[src/rtl/fa_pkg.sv]
// Shared types and constants for the frame-access fetchers.
// Coordinates are pixel-based; block indices are 8-bit.
// The block tag travels with each read so rows leave the FIFO self-describing.
package fa_pkg;

  localparam int BLK       = 8;
  localparam int PIX_BITS  = 8;
  localparam int COORD_W   = 11;
  localparam int DIM_W     = 12;
  localparam int BLK_IDX_W = 8;
  localparam int ROW_W     = 3;
  localparam int WORD_W    = BLK * PIX_BITS;

  typedef enum logic [1:0] {
    FETCH_IDLE,
    FETCH_RUN,
    FETCH_DRAIN
  } fetch_state_t;

  typedef struct packed {
    logic [ROW_W-1:0]     row;
    logic [BLK_IDX_W-1:0] bx;
    logic [BLK_IDX_W-1:0] by;
    logic                 last;
  } blk_tag_t;

  // Pixel coordinate of a block index plus row offset (blocks are 8 pixels on a side).
  function automatic logic [COORD_W-1:0] blk_to_pix(input logic [BLK_IDX_W-1:0] idx,
                                                    input logic [ROW_W-1:0]     row);
    return {idx, row};
  endfunction

endpackage

[src/rtl/block_fetch_if.sv]
// Frame-buffer read port plus block-row output stream of the block fetcher.
// master = fetcher side, slave = frame buffer / encoder side.
// Read data returns exactly one cycle after rd_en; blk_* is valid/ready.
interface block_fetch_if #(
  parameter int MEM_WIDTH = fa_pkg::WORD_W
);
  import fa_pkg::*;

  logic                 rd_en;
  logic [COORD_W-1:0]   rd_x;
  logic [COORD_W-1:0]   rd_y;
  logic                 rd_valid;
  logic [MEM_WIDTH-1:0] rd_data;

  logic                 blk_valid;
  logic                 blk_ready;
  logic [MEM_WIDTH-1:0] blk_data;
  logic [ROW_W-1:0]     blk_row;
  logic [BLK_IDX_W-1:0] blk_bx;
  logic [BLK_IDX_W-1:0] blk_by;
  logic                 blk_last;

  modport master (
    output rd_en, rd_x, rd_y,
    input  rd_valid, rd_data,
    output blk_valid, blk_data, blk_row, blk_bx, blk_by, blk_last,
    input  blk_ready
  );

  modport slave (
    input  rd_en, rd_x, rd_y,
    output rd_valid, rd_data,
    input  blk_valid, blk_data, blk_row, blk_bx, blk_by, blk_last,
    output blk_ready
  );

endinterface

[src/rtl/skid_fifo.sv]
// Generic synchronous FIFO with occupancy count; head is presented combinationally.
// Latency: a push is visible at the head the cycle after it is written.
// Backpressure: pushes while full are dropped unless a pop frees a slot the same cycle.
module skid_fifo #(
  parameter int DEPTH = 2,
  parameter int WIDTH = 8
) (
  input  logic                       clk,
  input  logic                       rst_n,
  input  logic                       push,
  input  logic [WIDTH-1:0]           push_data,
  input  logic                       pop,
  output logic                       pop_valid,
  output logic [WIDTH-1:0]           pop_data,
  output logic [$clog2(DEPTH+1)-1:0] count
);

  localparam int CNT_W = $clog2(DEPTH + 1);
  localparam int PTR_W = (DEPTH > 1) ? $clog2(DEPTH) : 1;

  logic [WIDTH-1:0] mem [DEPTH];
  logic [PTR_W-1:0] wr_ptr;
  logic [PTR_W-1:0] rd_ptr;
  logic             do_push;
  logic             do_pop;

  function automatic logic [PTR_W-1:0] ptr_inc(input logic [PTR_W-1:0] p);
    return (p == PTR_W'(DEPTH - 1)) ? '0 : p + 1'b1;
  endfunction

  assign pop_valid = (count != '0);
  assign pop_data  = mem[rd_ptr];
  assign do_pop    = pop && pop_valid;
  assign do_push   = push && ((count < CNT_W'(DEPTH)) || do_pop);

  // Storage, pointers and occupancy; simultaneous push and pop keep the count.
  always_ff @(posedge clk or negedge rst_n) begin
    if (!rst_n) begin
      for (int i = 0; i < DEPTH; i++) mem[i] <= '0;
      wr_ptr <= '0;
      rd_ptr <= '0;
      count  <= '0;
    end else begin
      if (do_push) begin
        mem[wr_ptr] <= push_data;
        wr_ptr      <= ptr_inc(wr_ptr);
      end
      if (do_pop) rd_ptr <= ptr_inc(rd_ptr);
      if (do_push && !do_pop)      count <= count + 1'b1;
      else if (do_pop && !do_push) count <= count - 1'b1;
    end
  end

endmodule

[src/rtl/block_fetch.sv]
// Walks a stored frame in 8x8 blocks (block-raster), reading 8 rows per block.
// Latency: start -> first read next cycle, first row valid two cycles after that read issues.
// Backpressure: reads issue only while FIFO occupancy plus in-flight read is below FIFO_DEPTH.
module block_fetch
  import fa_pkg::*;
#(
  parameter int MEM_WIDTH  = WORD_W,
  parameter int BLK        = 8,
  parameter int FIFO_DEPTH = 2
) (
  input  logic             clk,
  input  logic             reset,
  input  logic             setup_frame,
  input  logic [DIM_W-1:0] width_in,
  input  logic [DIM_W-1:0] height_in,
  input  logic             start,
  output logic             busy,
  output logic             done,
  block_fetch_if.master    bus
);

  localparam int CNT_W = $clog2(FIFO_DEPTH + 1);
  localparam int OCC_W = CNT_W + 1;
  localparam int TAG_W = $bits(blk_tag_t);
  localparam int WB_W  = DIM_W - 3;
  localparam int FW    = TAG_W + MEM_WIDTH;

  fetch_state_t         state_q, state_d;
  logic [WB_W-1:0]      w_blks, h_blks;
  logic [ROW_W-1:0]     row_q;
  logic [BLK_IDX_W-1:0] bx_q, by_q;
  logic                 inflight_q;
  blk_tag_t             tag_q;
  logic                 done_q, done_d;
  logic                 issue;
  logic [CNT_W-1:0]     fifo_count, cnt_nxt;
  logic                 push, pop, head_vld;
  logic [FW-1:0]        head_word;
  blk_tag_t             head_tag;
  logic                 row_end, bx_end, by_end, last_read;
  logic                 credit_ok, dims_zero;
  logic                 unused_dim_lsbs;

  // Dimensions are whole blocks; the sub-block remainder is meaningless here.
  assign unused_dim_lsbs = ^{width_in[2:0], height_in[2:0]};

  assign row_end   = (row_q == ROW_W'(BLK - 1));
  assign bx_end    = (WB_W'(bx_q) == (w_blks - 1'b1));
  assign by_end    = (WB_W'(by_q) == (h_blks - 1'b1));
  assign last_read = row_end && bx_end && by_end;
  assign dims_zero = (w_blks == '0) || (h_blks == '0);
  // The in-flight read already owns a FIFO slot, so the FIFO can never overflow.
  assign credit_ok = (OCC_W'(fifo_count) + OCC_W'(inflight_q)) < OCC_W'(FIFO_DEPTH);

  // Data without an outstanding read is a protocol error and is dropped.
  assign push = bus.rd_valid && inflight_q;
  assign pop  = head_vld && bus.blk_ready;

  assign busy        = (state_q != FETCH_IDLE);
  assign done        = done_q;
  assign bus.rd_en   = issue;
  assign bus.rd_x    = blk_to_pix(bx_q, '0);
  assign bus.rd_y    = blk_to_pix(by_q, row_q);

  assign head_tag      = blk_tag_t'(head_word[MEM_WIDTH +: TAG_W]);
  assign bus.blk_valid = head_vld;
  assign bus.blk_data  = head_word[MEM_WIDTH-1:0];
  assign bus.blk_row   = head_tag.row;
  assign bus.blk_bx    = head_tag.bx;
  assign bus.blk_by    = head_tag.by;
  assign bus.blk_last  = head_tag.last;

  // Next state, read issue and done pulse; drain ends when the FIFO empties at this edge.
  always_comb begin
    state_d = state_q;
    done_d  = 1'b0;
    issue   = 1'b0;
    cnt_nxt = fifo_count;
    if (push && !pop)      cnt_nxt = fifo_count + 1'b1;
    else if (pop && !push) cnt_nxt = fifo_count - 1'b1;
    unique case (state_q)
      FETCH_IDLE: begin
        if (start) begin
          if (dims_zero) done_d  = 1'b1;
          else           state_d = FETCH_RUN;
        end
      end
      FETCH_RUN: begin
        issue = credit_ok;
        if (credit_ok && last_read) state_d = FETCH_DRAIN;
      end
      FETCH_DRAIN: begin
        // No reads issue here, so an empty FIFO after this edge also means nothing in flight.
        if (cnt_nxt == '0) begin
          state_d = FETCH_IDLE;
          done_d  = 1'b1;
        end
      end
      default: state_d = FETCH_IDLE;
    endcase
  end

  // State register and registered done pulse.
  always_ff @(posedge clk or negedge reset) begin
    if (!reset) begin
      state_q <= FETCH_IDLE;
      done_q  <= 1'b0;
    end else begin
      state_q <= state_d;
      done_q  <= done_d;
    end
  end

  // Frame dimensions in blocks, accepted only while idle.
  always_ff @(posedge clk or negedge reset) begin
    if (!reset) begin
      w_blks <= '0;
      h_blks <= '0;
    end else if (setup_frame && state_q == FETCH_IDLE) begin
      w_blks <= width_in[DIM_W-1:3];
      h_blks <= height_in[DIM_W-1:3];
    end
  end

  // Read position: row fastest, then block column, then block row.
  always_ff @(posedge clk or negedge reset) begin
    if (!reset) begin
      row_q <= '0;
      bx_q  <= '0;
      by_q  <= '0;
    end else if (state_q == FETCH_IDLE && start) begin
      row_q <= '0;
      bx_q  <= '0;
      by_q  <= '0;
    end else if (issue) begin
      if (row_end) begin
        row_q <= '0;
        if (bx_end) begin
          bx_q <= '0;
          by_q <= by_q + 1'b1;
        end else begin
          bx_q <= bx_q + 1'b1;
        end
      end else begin
        row_q <= row_q + 1'b1;
      end
    end
  end

  // Tag of the single outstanding read; data is due exactly one cycle after issue.
  always_ff @(posedge clk or negedge reset) begin
    if (!reset) begin
      inflight_q <= 1'b0;
      tag_q      <= '0;
    end else begin
      inflight_q <= issue;
      if (issue) tag_q <= '{row: row_q, bx: bx_q, by: by_q, last: last_read};
    end
  end

  skid_fifo #(
    .DEPTH (FIFO_DEPTH),
    .WIDTH (FW)
  ) u_fifo (
    .clk       (clk),
    .rst_n     (reset),
    .push      (push),
    .push_data ({tag_q, bus.rd_data}),
    .pop       (pop),
    .pop_valid (head_vld),
    .pop_data  (head_word),
    .count     (fifo_count)
  );

endmodule

[src/flat_wrapper.sv]
// flat-port wrapper written by rule: the top's interface ports become plain ports
module block_fetch_flat import fa_pkg::*;
#(
  parameter int MEM_WIDTH  = WORD_W,
  parameter int BLK        = 8,
  parameter int FIFO_DEPTH = 2
)
  (clk, reset, setup_frame, width_in, height_in, start, busy, done, bus_rd_en, bus_rd_x, bus_rd_y, bus_rd_valid, bus_rd_data, bus_blk_valid, bus_blk_data, bus_blk_row, bus_blk_bx, bus_blk_by, bus_blk_last, bus_blk_ready);
  block_fetch_if #(.MEM_WIDTH(MEM_WIDTH)) bus_i ();
  input  logic clk;
  input  logic reset;
  input  logic setup_frame;
  input  logic [DIM_W-1:0] width_in;
  input  logic [DIM_W-1:0] height_in;
  input  logic start;
  output logic busy;
  output logic done;
  output wire logic [$bits(bus_i.rd_en)-1:0] bus_rd_en;
  output wire logic [$bits(bus_i.rd_x)-1:0] bus_rd_x;
  output wire logic [$bits(bus_i.rd_y)-1:0] bus_rd_y;
  input wire logic [$bits(bus_i.rd_valid)-1:0] bus_rd_valid;
  input wire logic [$bits(bus_i.rd_data)-1:0] bus_rd_data;
  output wire logic [$bits(bus_i.blk_valid)-1:0] bus_blk_valid;
  output wire logic [$bits(bus_i.blk_data)-1:0] bus_blk_data;
  output wire logic [$bits(bus_i.blk_row)-1:0] bus_blk_row;
  output wire logic [$bits(bus_i.blk_bx)-1:0] bus_blk_bx;
  output wire logic [$bits(bus_i.blk_by)-1:0] bus_blk_by;
  output wire logic [$bits(bus_i.blk_last)-1:0] bus_blk_last;
  input wire logic [$bits(bus_i.blk_ready)-1:0] bus_blk_ready;
  assign bus_rd_en = bus_i.rd_en;
  assign bus_rd_x = bus_i.rd_x;
  assign bus_rd_y = bus_i.rd_y;
  assign bus_i.rd_valid = bus_rd_valid;
  assign bus_i.rd_data = bus_rd_data;
  assign bus_blk_valid = bus_i.blk_valid;
  assign bus_blk_data = bus_i.blk_data;
  assign bus_blk_row = bus_i.blk_row;
  assign bus_blk_bx = bus_i.blk_bx;
  assign bus_blk_by = bus_i.blk_by;
  assign bus_blk_last = bus_i.blk_last;
  assign bus_i.blk_ready = bus_blk_ready;
  block_fetch #(.MEM_WIDTH(MEM_WIDTH), .BLK(BLK), .FIFO_DEPTH(FIFO_DEPTH)) u_core (.clk(clk), .reset(reset), .setup_frame(setup_frame), .width_in(width_in), .height_in(height_in), .start(start), .busy(busy), .done(done), .bus(bus_i));
endmodule
[config.mk]
export PLATFORM = sky130hd
export DESIGN_NAME = block_fetch_flat
export DESIGN_NICKNAME = d
export VERILOG_FILES = /design/src/rtl/fa_pkg.sv /design/src/rtl/block_fetch_if.sv /design/src/rtl/skid_fifo.sv /design/src/rtl/block_fetch.sv /design/src/flat_wrapper.sv
export SDC_FILE = /design/constraint.sdc
export NUM_CORES = 1
export LEC_CHECK = 0
export CORE_ASPECT_RATIO = 0.8
export CORE_MARGIN = 3
export CORE_UTILIZATION = 45
export DETAILED_ROUTE_END_ITERATION = 6
export PLACE_DENSITY_LB_ADDON = 0.15
export SLEW_MARGIN = 5
export SYNTH_ARGS = -nofsm -noshare
export SYNTH_HDL_FRONTEND = slang
export SYNTH_SLANG_ARGS = --single-unit
[constraint.sdc]
create_clock -name clk -period 2.6 [get_ports clk]
set_input_delay 0.26 -clock clk [delete_from_list [all_inputs] [get_ports clk]]
set_output_delay 0.26 -clock clk [all_outputs]
set_load 0.005 [all_outputs]
; After elaboration in Yosys (flattened, before gate mapping)
; Index checks and enable logic that the tools add are counted.
[classes]
add_sub_neg = 10
n_reduce_logical = 33
muxes = 33
bitwise = 2
n_eq_ne = 9
magnitude_cmp = 5
[ops]
columns = cell, n
row1 = 84-bit 2-to-1 mux, 4
row2 = 168-bit bitwise mux, 1
row3 = 84-bit demux with 1-bit select, 1
row4 = 8-bit 2-to-1 mux, 8
row5 = 8-bit by 9-bit equality test with 1-bit output, 2
row6 = 9-bit zero test, 2
row7 = 9-bit by 1-bit subtractor with 9-bit output (second input constant), 2
row8 = 8-bit by 1-bit adder with 8-bit output (second input constant), 2
row9 = 2-bit 2-to-1 mux, 8
row10 = 1-bit logical AND, 14
row11 = 2-bit nonzero test, 6
row12 = 3-bit 2-to-1 mux, 3
row13 = 1-bit 2-to-1 mux, 6
row14 = 2-bit case mux with 3 select lines, 1
row15 = 2-bit greater-or-equal comparator (second input constant), 2
row16 = 1-bit zero test, 4
row17 = 2-bit zero test, 2
row18 = 2-bit by 1-bit inequality test with 1-bit output (second input constant), 2
row19 = 2-bit inequality test (second input constant), 2
row20 = 1-bit inverter with 2-bit output, 2
row21 = 4-bit AND reduction, 1
row22 = 2-bit by 1-bit adder with 3-bit output, 1
row23 = 3-bit by 1-bit adder with 3-bit output (second input constant), 1
row24 = 3-bit equality test (second input constant), 1
row25 = 12 further kinds, 14
[word_totals]
register_bits = 233

; Longest topological paths before layout
[logic_depth]
word_depth = 9
ltp_mapped = 10

; Modules after synthesis
; Synthesis repeated with hierarchy kept, for this count alone.
[unflattened]
hier_cells = 771
area_unflattened_um2 = 11310.8
[modules_own_cells]
columns = mod, area_per_inst_um2, cells_each, instances, seq_area_each_um2
row1 = skid_fifo, 8034.0, 464, 1, 4304.1
row2 = block_fetch, 3276.9, 307, 1, 1526.5

; Worst setup path before layout
; OpenSTA, ideal clock, no wires.
[synth_timing]
path_type = reg-to-reg
from = register u_core.w_blks[0]
to = register u_core.by_q[5]
required_ns = 2.460
synth_period_minus_slack_ns = 2.348
path_stages_with_launch = 10
setup_slack_ns = 0.252
arrival_ns = 2.208
path_buffers = 1
cell_sequence = dfrtp_1 > inv_1 > ha_1 > or3b_4 > xnor2_1 > o211ai_1 > nand2_1 > clkbuf_1 > o311ai_0 > o41ai_1
[synth_between]
elab_chain_cells = 4
[synth_lines]
columns = item, line_no
row1 = start: declaration, block_fetch.sv:29  ; logic [WB_W-1:0] w_blks, h_blks;
row2 = start signal: assignment, block_fetch.sv:120  ; w_blks <= width_in[DIM_W-1:3];
row3 = 9-bit by 1-bit subtractor with 9-bit output, block_fetch.sv:48  ; assign bx_end = (WB_W'(bx_q) == (w_blks - 1'b1));
row4 = 8-bit by 9-bit equality test with 1-bit output, block_fetch.sv:48
row5 = 2-bit nonzero test (no line), -
row6 = 3-bit AND reduction (no line), -
row7 = end signal: assignment, block_fetch.sv:140  ; by_q <= by_q + 1'b1;
row8 = end: declaration, block_fetch.sv:31  ; logic [BLK_IDX_W-1:0] bx_q, by_q;
; Every way passes these cells.
; A chain may end at the register's enable or synchronous reset.

; Worst setup path in the final report
[layout_timing]
from = register u_core.w_blks[1]
to = register u_core.by_q[2]
; The elaborated chain is that of the path after synthesis.

==> impl_metrics.py <==
metrics = {
    "critical_path": {
        "crit_required_ns": 3.03,
        "r2r_slack_ns": 0.08,
        "criticalPathCategory": "flop to flop",
        "setup.worst_path.start_class": "flop",
        "worst_path_max_delay_cell": "or4_1",
        "r2r-start": "u_core.w_blks[1]",
        "slowest_delay_ns": 0.54,
        "crit_chain": "inv_2 > ha_4 > or3b_4 > xnor2_1 > o211ai_1 > buf_4 > nand3_2 > or4_1 > a21oi_1",
        "ff2ff_path_depth": 9,
        "worst_ep_arrival_time_ns": 2.95,
        "rr_endpoint": "u_core.by_q[2]",
        "worstSetupEndpointType": "flop",
        "worstSetupStartpoint": "u_core.w_blks[1]",
        "crit_fanout": 4,
    },
    "sta": {
        "finalWorstSetupSlack_ns": 0.0802,
        "setup_violations": 0,
        "rsz0062_at_grt": "no",
        "hold_viol_final": 0,
        "max_freq_mhz": 397,
        "fin_tns_setup_ns": 0,
        "fin_crit_sh": 0.969,
        "holdWs_ns": 0.309,
        "final_max_slew_viol_count": 0,
        "relSlewSlack": 0.464,
        "min_period_ns": 2.52,
        "finClkSkew_ns": 0.00847,
        "worst_slew_pin_slew_ns": 0.804,
    },
    "power": {
        "p_int_w": 0.0114,
        "pwr-share-seq": 0.363,
        "ir_worst_vdd_mv": 0.714,
        "powerDensity_mw_per_mm2": 1150,
        "power_frac_comb": 0.424,
        "switching_share": 0.295,
        "p_sw_w": 0.00477,
        "power_w": 0.0162,
        "p_leak_nw": 5.98,
        "pwr-share-clk": 0.213,
    },
    "worst_hold_path": {
        "hold_path_class": "input pin to asynchronous set/reset pin",
    },
    "drt": {
        "drt-wirelength-per-cell_um": 18.5,
        "via_per_inst": 5.34,
        "wl_mm": 24.7,
        "drc": 0,
        "drtIter0Drc": 407,
        "vias": 7149,
        "drtPass1Iterations": 4,
        "ant_nets": 0,
    },
    "placed_design": {
        "port_buffers": 194,
        "place_ws_ns": 0.00256,
        "dp_hpwl_mm": 16.7,
        "gp_congestion": 0.828,
    },
    "floorplanning": {
        "dieArea_mm2": 0.0258,
        "initial_core_util": 0.468,
        "die_h_um": 144,
        "io_pins": 204,
        "rows": 49,
        "core_area_mm2": 0.0229,
        "chipWidth_um": 179,
    },
    "synthesis": {
        "syn_area_per_cell_um2": 13.3,
        "synth_warnings": 0,
        "synthCells": 809,
        "ys_ff_latch": 233,
        "async_flop_share": 1.00,
        "syn_area_mm2": 0.0107,
        "synth_edf_count": 0,
        "synth_xor_area_frac": 0.0186,
        "synthFlopType": "dfrtp_1",
        "synth_mux_area_frac": 0.297,
        "synth_fa_ha_area_frac": 0.0105,
        "synth_compound_area_frac": 0.0373,
        "yosysSeqAreaShare": 0.543,
        "synth_cell_types": 59,
        "synth_top_family_by_area": "multiplexers",
        "synth-simple-area-share": 0.0679,
    },
    "grt": {
        "grt_use_total": 0.190,
        "grt_max_degree": 77,
        "grt_pass1_vias": 7366,
        "grt_pass1_wl_mm": 39.7,
        "globalRouteOverflowTotal": 0,
        "grt_antenna_before_repair": 1,
    },
    "clocking": {
        "clock_path_buffers": 3,
        "htree_levels": 1,
        "cts_tree": "built",
        "cts-buffers-inserted": 25,
        "clk_pin_slew_ns": 0.06,
        "cts-root-buf": "clkbuf_16",
        "insertion_delay_ns": 0.51,
        "cts.sinks": 233,
    },
    "final_layout": {
        "areaGrowthSynthToFinish_pct": 31.7,
        "fill_cells": 1840,
        "layout.nets": 1125,
        "n_antenna_cell": 0,
        "final_layout_size_suffix_gt1_frac": 0.363,
        "mostFrequentLayoutCell": "mux2_2",
        "fin_util": 0.617,
        "layout_common_cells": "279 x mux2_2, 232 x dfrtp_1, 193 x clkdlybuf4s50_1, 45 x nand2_1, 25 x clkbuf_16",
    },
    "outcome": {
        "status": "completed",
    },
    "job": {
        "cap_viol_max_count": 0,
    },
}
cell usage after synthesis, drive strengths merged (8+ instances only):
cell type	n	area share
clkbuf	21	0.0073
a21oi	13	0.0061
ha	9	0.010
inv	15	0.0052
nor3	9	0.0047
xnor2	14	0.012
dfrtp	233	0.54
xor2	8	0.0065
nand2	45	0.016
nor2	19	0.0066
nand3	14	0.0065
mux2	279	0.29
o21ai	17	0.0079
buf	25	0.012
sequential cells by signal, indices dropped and copies added, names as in the netlist, 2 cells and up:
name and count:
u_core.tag_q 20, u_core.by_q 8, u_core.w_blks 9, u_core.u_fifo.mem 168
u_core.u_fifo.count 2, u_core.row_q 3, u_core.h_blks 9, u_core.bx_q 8
u_core.state_q 2
per-stage QoR:
stage / instances / area [µm²]
floorplan: 811 / 10700
global placement: 1297 / 13200
detailed placement: 1297 / 13200
CTS: 1338 / 14100
global route: 1340 / 14100
finish: 1340 / 14100
area by class of cell:
cell class              instances  area, µm²  area share
flip-flops and latches        233       5830       0.413
well taps                     306        383      0.0271
repair buffers                229       2340       0.166
inverters                      16       60.1     0.00425
clock inverters                 5       75.1     0.00531
clock buffers                  34        709      0.0502
multi-input cells             517       4740       0.335
power groups by stage:
stage	Sequential (W)	Clock (W)	Combinational, W
after detailed placement	0.00595	0	0.00676
final	0.00587	0.00345	0.00687
after CTS	0.00587	0.00355	0.00688
after global placement	0.00590	0	0.00669
after floorplan	0.00564	0	0.00385
after global routing	0.00608	0.00370	0.00747
worst max-delay path, delay by kind of cell (launching register included):
| family | cells | cell delay (ns) |
|---|---|---|
| AOI/OAI and AO/OA | 2 | 0.47 |
| xor gates and xnor gates | 1 | 0.14 |
| adders and majority gates | 1 | 0.14 |
| buffers and inverters | 2 | 0.27 |
| DFF | 1 | 0.38 |
| and+or+nand+nor | 3 | 1.05 |
how the worst max path moves through the flow:
stage | end | slack, ns | depth (start not counted)
after floorplan | u_core.by_q[5] | 0.25 | 9
after global placement | u_core.state_q[1] | 0.06 | 8
after detailed placement | u_core.by_q[7] | 0.003 | 9
after CTS | u_core.by_q[7] | 0.02 | 9
after global routing | u_core.by_q[2] | 0.003 | 9
final | u_core.by_q[2] | 0.08 | 9
repair_timing:
item,4_1_cts,5_1_grt
pin swaps,0,6
hold buffers,1,0
setup endpoints to repair,13,11
endpoints found under the hold margin,70,0
gates cloned,0,1
setup buffers,1,1
gates resized for setup,2,13
layer usage:
metal	up-vias	GRT usage	wire length [µm]
met3	29	0.0399	1510
met4	2	0.0381	404
met2	165	0.304	11300
met1	3618	0.272	11500
li1	3335	-	-
met5	-	0	19
logic make-up (layout without fill, tap and decap cells):
group / count (synthesis) / count (layout)
XOR/XNOR: 22 / 22
AO/OA/AOI/OAI: 60 / 61
buffers and inverters: 62 / 284
adder cells (fa/ha/maj): 9 / 9
AND/OR/NAND/NOR: 138 / 138
flip-flops: 233 / 233
other: 1 / 3
multiplexers: 284 / 284
Power figures use the tool's default switching activity.
